$ cat config.mk
export PLATFORM = sky130hd
export DESIGN_NAME = des_sign_ctrl
export DESIGN_NICKNAME = d
export VERILOG_FILES = /design/src/rtl/des_sign_ctrl.sv
export SDC_FILE = /design/constraint.sdc
export NUM_CORES = 1
export LEC_CHECK = 0
export ABC_AREA = 1
export BUFFER_PORTS_ARGS = -buffer_cell sky130_fd_sc_hd__buf_2
export CAP_MARGIN = 25
export CORE_MARGIN = 8
export CORE_UTILIZATION = 35
export DETAILED_ROUTE_END_ITERATION = 7
export HOLD_SLACK_MARGIN = 0.08
export PLACE_DENSITY_LB_ADDON = 0.08
export SETUP_SLACK_MARGIN = 0.02
export SLEW_MARGIN = 20
export SYNTH_ARGS = -nofsm -noshare
export SYNTH_HDL_FRONTEND = slang
export SYNTH_SLANG_ARGS = --single-unit
$ cat constraint.sdc
create_clock -name clk -period 3.4 [get_ports clk]
set_clock_uncertainty 0.1 [all_clocks]
set_input_delay 0.68 -clock clk [delete_from_list [all_inputs] [get_ports clk]]
set_output_delay 0.68 -clock clk [all_outputs]
set_load 0.01 [all_outputs]
$ cat src/rtl/des_sign_ctrl.sv
// DES-CBC signing controller: chains message blocks through an external DES core,
// forwards ciphertexts to a serializer and hands the final partial block over separately.
module des_sign_ctrl #(
  parameter logic [63:0] IV    = 64'h0000_0000_0000_0000,
  parameter int unsigned CNT_W = 16
) (
  input  logic             clk,
  input  logic             rst,
  input  logic             clk_en,
  input  logic [63:0]      blk_in,
  input  logic             blk_valid,
  input  logic             blk_last,
  input  logic [5:0]       blk_size,
  output logic             blk_ready,
  output logic [63:0]      des_data,
  output logic             des_start,
  input  logic             des_busy,
  input  logic [63:0]      des_out,
  output logic [63:0]      ser_des_in,
  output logic             ser_des_wr,
  output logic [63:0]      last_in,
  output logic [5:0]       last_size,
  output logic             last_filled,
  input  logic             last_ack,
  output logic             done,
  output logic [CNT_W-1:0] blk_cnt
);

  localparam int unsigned BLK_W  = 64;
  localparam int unsigned SIZE_W = 6;
  localparam logic [CNT_W-1:0] CNT_MAX = {CNT_W{1'b1}};

  typedef enum logic [2:0] {
    S_IDLE  = 3'd0,
    S_START = 3'd1,
    S_ARM   = 3'd2,
    S_WAIT  = 3'd3,
    S_EMIT  = 3'd4,
    S_LASTW = 3'd5,
    S_FIN   = 3'd6
  } state_t;

  state_t             state, state_nxt;
  logic [BLK_W-1:0]   chain;
  logic               accept;

  assign blk_ready = (state == S_IDLE) & clk_en;
  assign accept    = blk_valid & blk_ready;

  // State register; clk_en freezes the FSM in place.
  always_ff @(posedge clk) begin
    if (rst) begin
      state <= S_IDLE;
    end else if (clk_en) begin
      state <= state_nxt;
    end
  end

  // Next state and single-cycle strobes; strobes are suppressed while frozen or in reset.
  always_comb begin
    state_nxt  = state;
    des_start  = 1'b0;
    ser_des_wr = 1'b0;
    done       = 1'b0;
    case (state)
      S_IDLE: begin
        if (accept) begin
          state_nxt = blk_last ? S_LASTW : S_START;
        end
      end
      S_START: begin
        des_start = clk_en & ~rst;
        state_nxt = S_ARM;
      end
      S_ARM: begin
        if (des_busy) begin
          state_nxt = S_WAIT;
        end
      end
      S_WAIT: begin
        if (!des_busy) begin
          state_nxt = S_EMIT;
        end
      end
      S_EMIT: begin
        ser_des_wr = clk_en & ~rst;
        state_nxt  = S_IDLE;
      end
      S_LASTW: begin
        if (last_ack) begin
          state_nxt = S_FIN;
        end
      end
      S_FIN: begin
        done      = clk_en & ~rst;
        state_nxt = S_IDLE;
      end
      default: state_nxt = S_IDLE;
    endcase
  end

  // Datapath. The DES result is captured as busy falls so that ser_des_in is
  // already valid during the ser_des_wr cycle.
  always_ff @(posedge clk) begin
    if (rst) begin
      des_data    <= '0;
      ser_des_in  <= '0;
      last_in     <= '0;
      last_size   <= SIZE_W'(0);
      last_filled <= 1'b0;
      chain       <= IV;
      blk_cnt     <= '0;
    end else if (clk_en) begin
      case (state)
        S_IDLE: begin
          if (accept) begin
            if (blk_last) begin
              last_in     <= blk_in;
              last_size   <= blk_size;
              last_filled <= 1'b1;
            end else begin
              des_data <= blk_in ^ chain;
            end
          end
        end
        S_WAIT: begin
          if (!des_busy) begin
            ser_des_in <= des_out;
            chain      <= des_out;
          end
        end
        S_EMIT: begin
          if (blk_cnt != CNT_MAX) begin
            blk_cnt <= blk_cnt + CNT_W'(1);
          end
        end
        S_LASTW: begin
          if (last_ack) begin
            last_filled <= 1'b0;
          end
        end
        S_FIN: begin
          chain   <= IV;
          blk_cnt <= '0;
        end
        default: ;
      endcase
    end
  end

endmodule

-- Word level (Yosys, flattened, before mapping)
Index checks and enable logic that the tools add are counted.
- reductions and logical operators: 11
- $add $sub $neg: 1
- bitwise operators: 7
- muxes and demuxes: 17
- eq/ne operators: 13
- operators with widths (kind ; number):
    64-bit one-hot mux with 2 select lines ; 1
    64-bit two-way mux ; 1
    64-bit bitwise XOR ; 1
    16-bit one-hot mux with 2 select lines ; 1
    16-bit by 1-bit adder with 16-bit output (second input constant) ; 1
    16-bit two-way mux ; 1
    16-bit != test (second input constant) ; 1
    3-bit two-way mux ; 5
    3-bit one-hot mux with 5 select lines ; 1
    2-bit != test (second input constant) ; 6
    5-bit AND reduction ; 2
    3-bit == test (second input constant) ; 3
    3-bit AND reduction ; 3
    4-bit AND reduction ; 2
    3-bit by 2-bit == test with 1-bit output (second input constant) ; 2
    1-bit two-way mux ; 6
    2-bit nonzero test ; 3
    1-bit bitwise AND ; 3
    3-bit by 1-bit == test with 1-bit output (second input constant) ; 1
    3-bit zero test ; 1
    1-bit NOT ; 3
    1-bit one-hot mux with 2 select lines ; 1
- input port bits: 141
- word-level logic and storage cells: 57
- flip-flop bits (word level): 282
- output and inout bits: 219

-- Logic depth before layout (Yosys ltp)
Gate-level depths: netlist of run 1.
- depth after elaboration: 5
- gate-level depth with buffers: 10
- depth with buffers taken out: 10

-- Least setup slack after synthesis of run 1
OpenSTA, ideal clock, no wires.
- kind: input to output
- from: in rst
- to: out des_start
- cell stages on the path: 4
- setup slack: 1250 ps
- arrival: 1370 ps
- buffers on the path: 1
- data required time: 2620 ps
- cell sequence: inv_1 > clkbuf_1 > nand2_1 > nor3_1
- cells in the longest elaborated chain, start to end: 3
- ends and longest elaborated chain (element ; line ; text):
    start: declaration ; 8 ; input logic rst,
    1-bit NOT ; 72 ; des_start = clk_en & ~rst;
    1-bit bitwise AND ; 72 ;
    1-bit two-way mux ; 65 ; case (state)
    end: declaration ; 16 ; output logic des_start,
No other way between the ends.

-- Final worst setup path of run 1
- from: reg state[2]
- to: out ser_des_wr
- cells in the longest elaborated chain, start to end: 2
- ends and longest elaborated chain (element ; line ; text):
    start: declaration ; 43 ; state_t state, state_nxt;
    start signal: assignment ; 55 ; state <= state_nxt;
    3-bit == test ; 65 ;
    1-bit two-way mux ; 65 ;
    end: declaration ; 20 ; output logic ser_des_wr,
No other way between the ends.

==> metrics.txt, run 1 <==
outcome=completed; Peak VDD IR=0.329 mV; synthesized flop and latch total=282; via count=9516; Period minus WS final=2.55 ns; Top Layer Used=met5; DPL Wire Length=24200 microns; first-pass GRT wire length=54300 microns; DR WL met3=2570 microns; ranking of synthesized cells by area=dfxtp_1 (54%), a21oi_1 (9.3%), nand2_1 (8.3%), nor2_1 (6.7%), o21ai_0 (6.5%); syn_nets=1422; die height=190 microns; post-synthesis async set-or-reset flop share=0%; top-count cell post-synth=dfxtp_1; worst slew pin tran=0.876 ns; Final Hold Fails=0; sequential-to-total area share from yosys stat=53.5%; crit path capture type=output pin; fin crit share=75.0%; Synthesis Warnings=0; Hold Crit Depth=3; Sink Count=282; Via density=4.72; Critical Path AT=1.77 ns; Synth-to-Final Area Change=28.1%; CTS tree=built; CORE AREA=0.0296 sq mm; DRC errors left=0; grt total ovfl=0; Primary FF master, synth=dfxtp_1; Routed WL per cell=17.5 microns; Final ANT Viol Nets=0; post-route insts no fill=2014; Final Setup Violations=0; Post-Synthesis Cells=1280; initial antenna violation count=7; Clock Latency Late Sink=0.54 ns; final net count=1746; Yosys top cell by area=dfxtp_1; post-CTS sizing=0; EDFF count, synth=0; FF-to-FF path depth=7; FF-to-FF Start=state[1]; M1 wire length=15300 microns; vias in the first global route=9482; Placed Area=0.0125 sq mm; GRT Overall Usage=18.6%; final instance area=0.0135 sq mm; Fmax=0.392 GHz; TritonCTS Buffers=30; Hold Crit Start=blk_size[0]; WS Path Type=reg2out; worst setup margin=0.848 ns; Port Buf Inserts=359; Pleak=0.00590 uW; CP required=2.62 ns; Initial Util=35.6%; row cnt=63; largest net degree at the start of global routing=129; FF-to-FF End=chain[27]; crit path launch type=flip-flop; Synth top area share=53.5%; share of layout cells above drive strength 1=28.3%; FF-to-FF setup slack=1.16 ns; pre-CTS setup slack=1.00 ns; die width=190 microns; deepest clock path buffer count=3; average size of a mapped cell=8.24 sq um; Final GP Congestion=0.818; count of cell types in the netlist=30; mapped cell area=0.0105 sq mm; met2 routed WL=16400 microns; placed insts=1962; drt pass-1 iters=4; RSZ-0062 raised after global routing=false; max_cap viols=0; clock root cell=clkbuf_16; WHS Endpoint=last_size[0]; clock slew at reported path FFs=0.06 ns; Max-slew headroom=41.6%; Pwr Density=568 mW/mm^2; synth cell count leaders=dfxtp_1 (282), nand2_1 (234), a21oi_1 (197); Hold/Removal Path Class=in2reg; drt total wl=35300 microns; setup_tns=0 ns; CTS hold repair buffers=0; Post-CTS Setup Bufs=0; IO Pins=360; die area=0.0359 sq mm; # H-tree levels=1; Max Slew Vio Count=0; worst-path maximum fanout=7; Initial DRC Count=487
## critical path: stages (launching register included)
cell and delay [ns]:
dfxtp_1 0.61, nand2_1 0.22, nor3_1 0.23, buf_2 0.18
## where the power goes
| group | internal, uW | switching (uW) | total (uW) |
|---|---|---|---|
| Clock | 1980 | 1300 | 3270 |
| Sequential | 3460 | 94.0 | 3550 |
| Combinational | 305 | 538 | 843 |
## logic make-up after synthesis
logic type,count (synthesis),share of synthesized area (%)
AO/OA/AOI/OAI,356,17.5
XOR/XNOR,67,5.56
adder cells (fa/ha/maj),1,0.119
buffers and inverters,106,5.38
flip-flops,282,53.5
AND/OR/NAND/NOR,468,17.9
## registers in the layout, indices dropped and copies added (netlist names)
register	cells
blk_cnt	16
chain	64
des_data	64
last_filled	1
last_in	64
last_size	6
ser_des_in	64
state	3
## placed cells by master (no fill, tap or decap), types with 5 or more instances in the layout
| master | count |
|---|---|
| a21oi_1 | 197 |
| a21oi_2 | 10 |
| buf_2 | 358 |
| buf_4 | 12 |
| clkbuf_1 | 7 |
| clkbuf_16 | 31 |
| clkbuf_8 | 8 |
| dfxtp_1 | 282 |
| inv_1 | 18 |
| inv_2 | 5 |
| nand2_1 | 233 |
| nand2_2 | 15 |
| nand3_1 | 17 |
| nor2_1 | 187 |
| nor2_4 | 5 |
| o21ai_0 | 136 |
| o21ai_1 | 10 |
| xnor2_1 | 64 |
## per-layer routing
metal / vias to the layer above / track usage (%)
met4: 10 / 4.90
met2: 276 / 31.3
met3: 61 / 5.57
met1: 4327 / 22.9
li1: 4842 / -
met5: - / 0
## through the flow
stage	util [%]	hold WS, ns	total power [uW]
2_1_floorplan	-	0.352	4100
3_3_place_gp	42.2	0.349	4480
3_5_place_dp	42.2	0.353	4480
4_1_cts	45.6	0.232	7790
5_1_grt	45.6	0.247	8010
6_report	45.6	0.258	7670
## how the worst max path moves through the flow
stage                        start            to  slack [ns]  depth (start not counted)
after CTS                 state[2]    ser_des_wr        0.83                          3
after global routing      state[2]    ser_des_wr        0.74                          3
after floorplan                rst     des_start        1.25                          4
after detailed placement    clk_en  last_size[5]        1.00                          8
after global placement      clk_en   last_in[10]        0.99                          9
final                     state[2]    ser_des_wr        0.85                          3
## final cells by class
type                    instances  area, sq um
diodes                          1         2.50
inverters                      25         98.8
fillers                      3078        16100
flip-flops and latches        282         5650
multi-input cells             892         4340
clock inverters                 5         77.6
well taps                     390          488
clock buffers                  46          912
repair buffers                373         1940
(Power assumes the default switching activity.)
==> run 2, diff against run 1 <==
clock period = 2.41 ns   (was 3.4 ns; I/O delays follow)
==> metrics.txt, run 2 (synthesis results as in run 1) <==
Max-slew headroom=49.3% (+7.7 points); Routed WL per cell=17.6 microns (+0.66%); met1 GRT Util=24.4% (+1.4 points); most frequent cells in the layout=buf_2 (358), dfxtp_1 (282), nand2_1 (233); crit path launch type=flip-flop; first-pass GRT wire length=55500 microns (+2.2%); most common cell after layout, fill and taps aside=buf_2; die width=190 microns (unchanged); worst setup margin=0.120 ns (-0.728 ns); largest net degree at the start of global routing=146 (+13%); WP buf/inv=1 (unchanged); row cnt=63 (unchanged); fin crit share=95.0%; worst path cell trace=nand2_1 > nor3_1 > buf_2; CTS tree=built; met2 Track Usage GR=31.0% (-0.30 points); crit path capture type=output pin; Fmax=0.437 GHz; GRT Overall Usage=19.1% (+0.49 points); Hold Crit Start=blk_in[2]; RSZ-0062 raised after global routing=false; die area=0.0359 sq mm (unchanged); CORE AREA=0.0296 sq mm (unchanged); initial antenna violation count=3 (-4); Sink Count=282 (unchanged); outcome=completed; Hold Slack=0.104 ns (-0.154 ns); share of layout cells above drive strength 1=28.2% (-0.18 points); Initial Util=35.6% (unchanged); DRC errors left=0 (unchanged); Hold Crit Depth=3 (unchanged); met3 GRT Util=5.64% (+0.073 points); Final ANT Viol Nets=0 (unchanged); via count=9717 (+2.1%); Port Buf Inserts=359 (unchanged); WS Path Type=reg2out; pre-CTS setup slack=0.334 ns (-0.667 ns); Synth-to-Final Area Change=33.0%; WHS Endpoint=last_in[2]; setup_tns=0 ns (unchanged); Max Slew Vio Count=0 (unchanged); vias in the first global route=9654 (+1.8%); FF-to-FF End=last_in[25]; Pleak=0.00612 uW (+3.7%); CP required=1.83 ns (-0.79 ns); worst-path maximum fanout=7 (unchanged); max_cap viols=0 (unchanged); Clock Latency Late Sink=0.55 ns (about the same); DPL Wire Length=24400 microns (+0.62%); deepest clock path buffer count=3 (unchanged); Final GP Congestion=0.845 (+3.3%); Pwr Density=788 mW/mm^2 (+39%); Period minus WS final=2.29 ns; final net count=1782 (+2.1%); # H-tree levels=1 (unchanged); Initial DRC Count=521 (+7.0%); Final Hold Fails=0 (unchanged); Via density=4.73 (+0.17%); FF-to-FF path depth=9 (+2); Peak VDD IR=0.518 mV (+58%); IO Pins=360 (unchanged); FF-to-FF Start=state[2]; clock slew at reported path FFs=0.06 ns (about the same); drt pass-1 iters=7 (+3); FF-to-FF setup slack=0.38 ns (-0.78 ns); Critical Path Slowest Stage Cell=dfxtp_1; Slowest Stage Delay on Critical Path=0.57 ns (-0.04 ns); die height=190 microns (unchanged); clock root cell=clkbuf_16; drt total wl=36200 microns (+2.6%); Hold/Removal Path Class=in2reg; TritonCTS Buffers=31 (+3.3%); Critical Path AT=1.71 ns (-0.06 ns); worst slew pin tran=0.761 ns (-0.115 ns); GR peak layer=met2; grt total ovfl=0 (unchanged); Final Setup Violations=0 (unchanged); critical path's top delay family=flip-flops
run 2: cell types whose count changed in the layout (fill, tap and decap cells not counted):
cell / previous run / this run
dlygate4sd3_1: 0 / 35
buf_12: 3 / 12
buf_4: 12 / 3
clkbuf_1: 7 / 3
clkinv_2: 2 / 5
clkbuf_8: 8 / 10
clkinv_4: 0 / 2
clkinvlp_4: 1 / 2
run 2: where the power goes:
group	total [uW]	internal (uW)	switching, uW	leakage (uW)
registers	5010	4880	128	0.00228
clock network	4770	2860	1910	0.000514
logic	1270	493	775	0.00333
total	11000	8240	2810	0.00612
run 2: layout make-up:
class                           instances  area (sq um)
Clock inverter                         11           118
Inverter                               25          98.8
Antenna cell                            1          2.50
Clock buffer                           44           925
Timing Repair Buffer                  408          2400
Fill cell                            3071         15600
Multi-Input combinational cell        892          4340
Sequential cell                       282          5650
Tap cell                              390           488
run 2: what timing repair did:
item                                    4_1_cts  5_1_grt
hold endpoints to repair                     35        0
hold buffers                                 35        0
endpoints found under the setup margin        0        0
setup buffers                                 0        0
gates resized for setup                       0        0
run 2: worst reg2reg max path: stages (launching register included):
cell	delay, ns
dfxtp_1	0.43
nor2_4	0.20
nand2_2	0.10
nor2_4	0.10
nand2_2	0.09
nor2_4	0.32
inv_2	0.13
buf_12	0.19
nor2_1	0.21
nor2_1	0.06
run 2: per-layer routing:
metal	wire (microns)	vias to the layer above
met1	15700	4448
met2	16800	296
met3	2830	53
li1	-	4916
met5	23	-
met4	925	4
run 2: worst max-delay path by stage:
stage | to | slack [ns] | startpoint | cells after the start
2_1_floorplan | des_start | 0.66 | rst | 4
3_3_place_gp | last_in[21] | 0.42 | clk_en | 9
3_5_place_dp | last_in[25] | 0.33 | clk_en | 9
4_1_cts | ser_des_wr | 0.12 | state[2] | 3
5_1_grt | ser_des_wr | 0.07 | state[2] | 3
6_report | ser_des_wr | 0.12 | state[2] | 3
run 2: per-stage QoR:
step           total power (uW)  util, %  std cells  cell area, sq um
2_1_floorplan              5780        -       1280             10500
3_3_place_gp               6340     42.6       1962             12600
3_5_place_dp               6340     42.6       1962             12600
4_1_cts                   11200     47.3       2052             14000
5_1_grt                   11500     47.3       2053             14000
6_report                  11000     47.3       2053             14000
==> run 3, diff against run 2 <==
BUFFER_PORTS_ARGS = default   (was -buffer_cell sky130_fd_sc_hd__buf_2)
CORE_UTILIZATION = 45   (was 35)
DONT_BUFFER_PORTS = 1   (was default)
==> metrics.txt, run 3 (synthesis results as in run 1) <==
pre-CTS setup slack=0.366 ns (+0.0318 ns); TritonCTS Buffers=31 (unchanged); CORE AREA=0.0233 sq mm (-22%); WS Path Type=reg2reg; IO Pins=360 (unchanged); Pleak=0.00507 uW (-17%); Routed WL per cell=19.1 microns (+8.4%); grt total ovfl=0 (unchanged); die width=169 microns (-11%); deepest clock path buffer count=3 (unchanged); Clock Latency Late Sink=0.54 ns (about the same); first-pass GRT wire length=52000 microns (-6.3%); Final Hold Fails=0 (unchanged); Fmax=0.442 GHz (+1.1%); crit path launch type=flip-flop; Critical Path Slowest Stage Cell=dlygate4sd3_1; GRT Overall Usage=22.6% (+3.5 points); drt total wl=33800 microns (-6.6%); die area=0.0286 sq mm (-20%); DPL Wire Length=21700 microns (-11%); Final ANT Viol Nets=0 (unchanged); most frequent cells in the layout=dfxtp_1 (279), nand2_1 (233), a21oi_1 (197); Hold/Removal Path Class=in2reg; die height=169 microns (-11%); final net count=1568 (-12%); via count=9088 (-6.5%); clock root cell=clkbuf_16; Period minus WS final=2.26 ns (-0.0259 ns); setup_tns=0 ns (unchanged); row cnt=56 (-11%); Synth-to-Final Area Change=28.0%; clock slew at reported path FFs=0.06 ns (about the same); worst path cell trace=buf_4 > nor3_4 > nand2_2 > inv_2 > buf_12 > nand2_1 > a21oi_1 > dlygate4sd3_1; worst setup margin=0.146 ns (+0.0259 ns); Max-slew headroom=45.0% (-4.2 points); most common cell after layout, fill and taps aside=dfxtp_1; crit path capture type=flip-flop; worst-path maximum fanout=43 (+36); Peak VDD IR=0.602 mV (+16%); Pwr Density=801 mW/mm^2 (+1.7%); worst slew pin tran=0.824 ns (+0.0635 ns); max_cap viols=0 (unchanged); CTS tree=built; Pwr Total=10800 uW (-2.1%); Via density=5.13 (+8.5%); Final GP Congestion=0.851 (+0.72%); DRC errors left=0 (unchanged); initial antenna violation count=1 (-2); placed insts=1538 (-22%); Initial DRC Count=596 (+14%); CP required=2.79 ns (+0.96 ns); post-route insts no fill=1770 (-14%); largest net degree at the start of global routing=146 (unchanged); Slowest Stage Delay on Critical Path=0.57 ns (about the same); vias in the first global route=8956 (-7.2%); fin crit share=93.9% (-1.1 points); RSZ-0062 raised after global routing=false; Max Slew Vio Count=0 (unchanged); Port Buf Inserts=0 (-100%); # H-tree levels=1 (unchanged); Final Setup Violations=0 (unchanged); share of layout cells above drive strength 1=8.21% (-20 points); Initial Util=45.3% (+9.8 points); outcome=completed; drt pass-1 iters=5 (-2); Critical Path AT=2.65 ns (+0.94 ns); Sink Count=282 (unchanged)
## run 3: layer usage
layer / vias up / track usage [%] / part of all wire (%)
met5: - / 0 / 0
met4: 0 / 8.58 / 3.3
met3: 73 / 7.87 / 10
met2: 353 / 37.1 / 47
met1: 4169 / 26.7 / 40
li1: 4493 / - / -
## run 3: per-stage QoR
| step | hold WS (ns) | cell area, sq um | utilization, % |
|---|---|---|---|
| 6_report | 0.121 | 13500 | 58.0 |
| 5_1_grt | 0.106 | 13500 | 58.0 |
| 4_1_cts | 0.0993 | 13500 | 57.9 |
| 3_5_place_dp | 0.361 | 10700 | 46.1 |
| 3_3_place_gp | 0.356 | 10700 | 46.1 |
| 2_1_floorplan | 0.352 | 10500 | - |
## run 3: power by group
group          internal, uW  total [uW]  switching (uW)
combinational           402         951             549
clock                  2820        4690            1880
sequential             4890        5170             284
## run 3: path summary, 6_finish.rpt
kind                                start          end  slack (ns)  cells past startpoint
worst min register to register  chain[13]    chain[13]        0.37                      2
worst max register to register   state[2]    chain[42]        0.15                      8
worst max-delay path             state[2]    chain[42]        0.15                      8
worst min-delay path               clk_en  last_filled        0.12                      3
## run 3: timing repair
| action | CTS | global route |
|---|---|---|
| buffers inserted | 0 | 3 |
| resized for setup | 0 | 5 |
| setup endpoints to repair | 0 | 35 |
| hold buffers | 171 | 0 |
| endpoints found under the hold margin | 271 | 0 |
## run 3: cell type report
cell class                 count  area, sq um
inverter                      25         97.6
clock inverter                 9         95.1
tap                          319          399
fill                        2091         9760
antenna                        1         2.50
multi-input combinational    892         4340
clock buffer                  48          920
sequential                   282         5650
timing repair buffer         194         1990
## run 3: critical path, delay by kind of cell, from the launching register on
kind,cells,cell delay (ns)
flip-flops,1,0.33
buffers and inverters,4,1.05
AO/OA/AOI/OAI,1,0.16
AND/OR/NAND/NOR,3,0.51
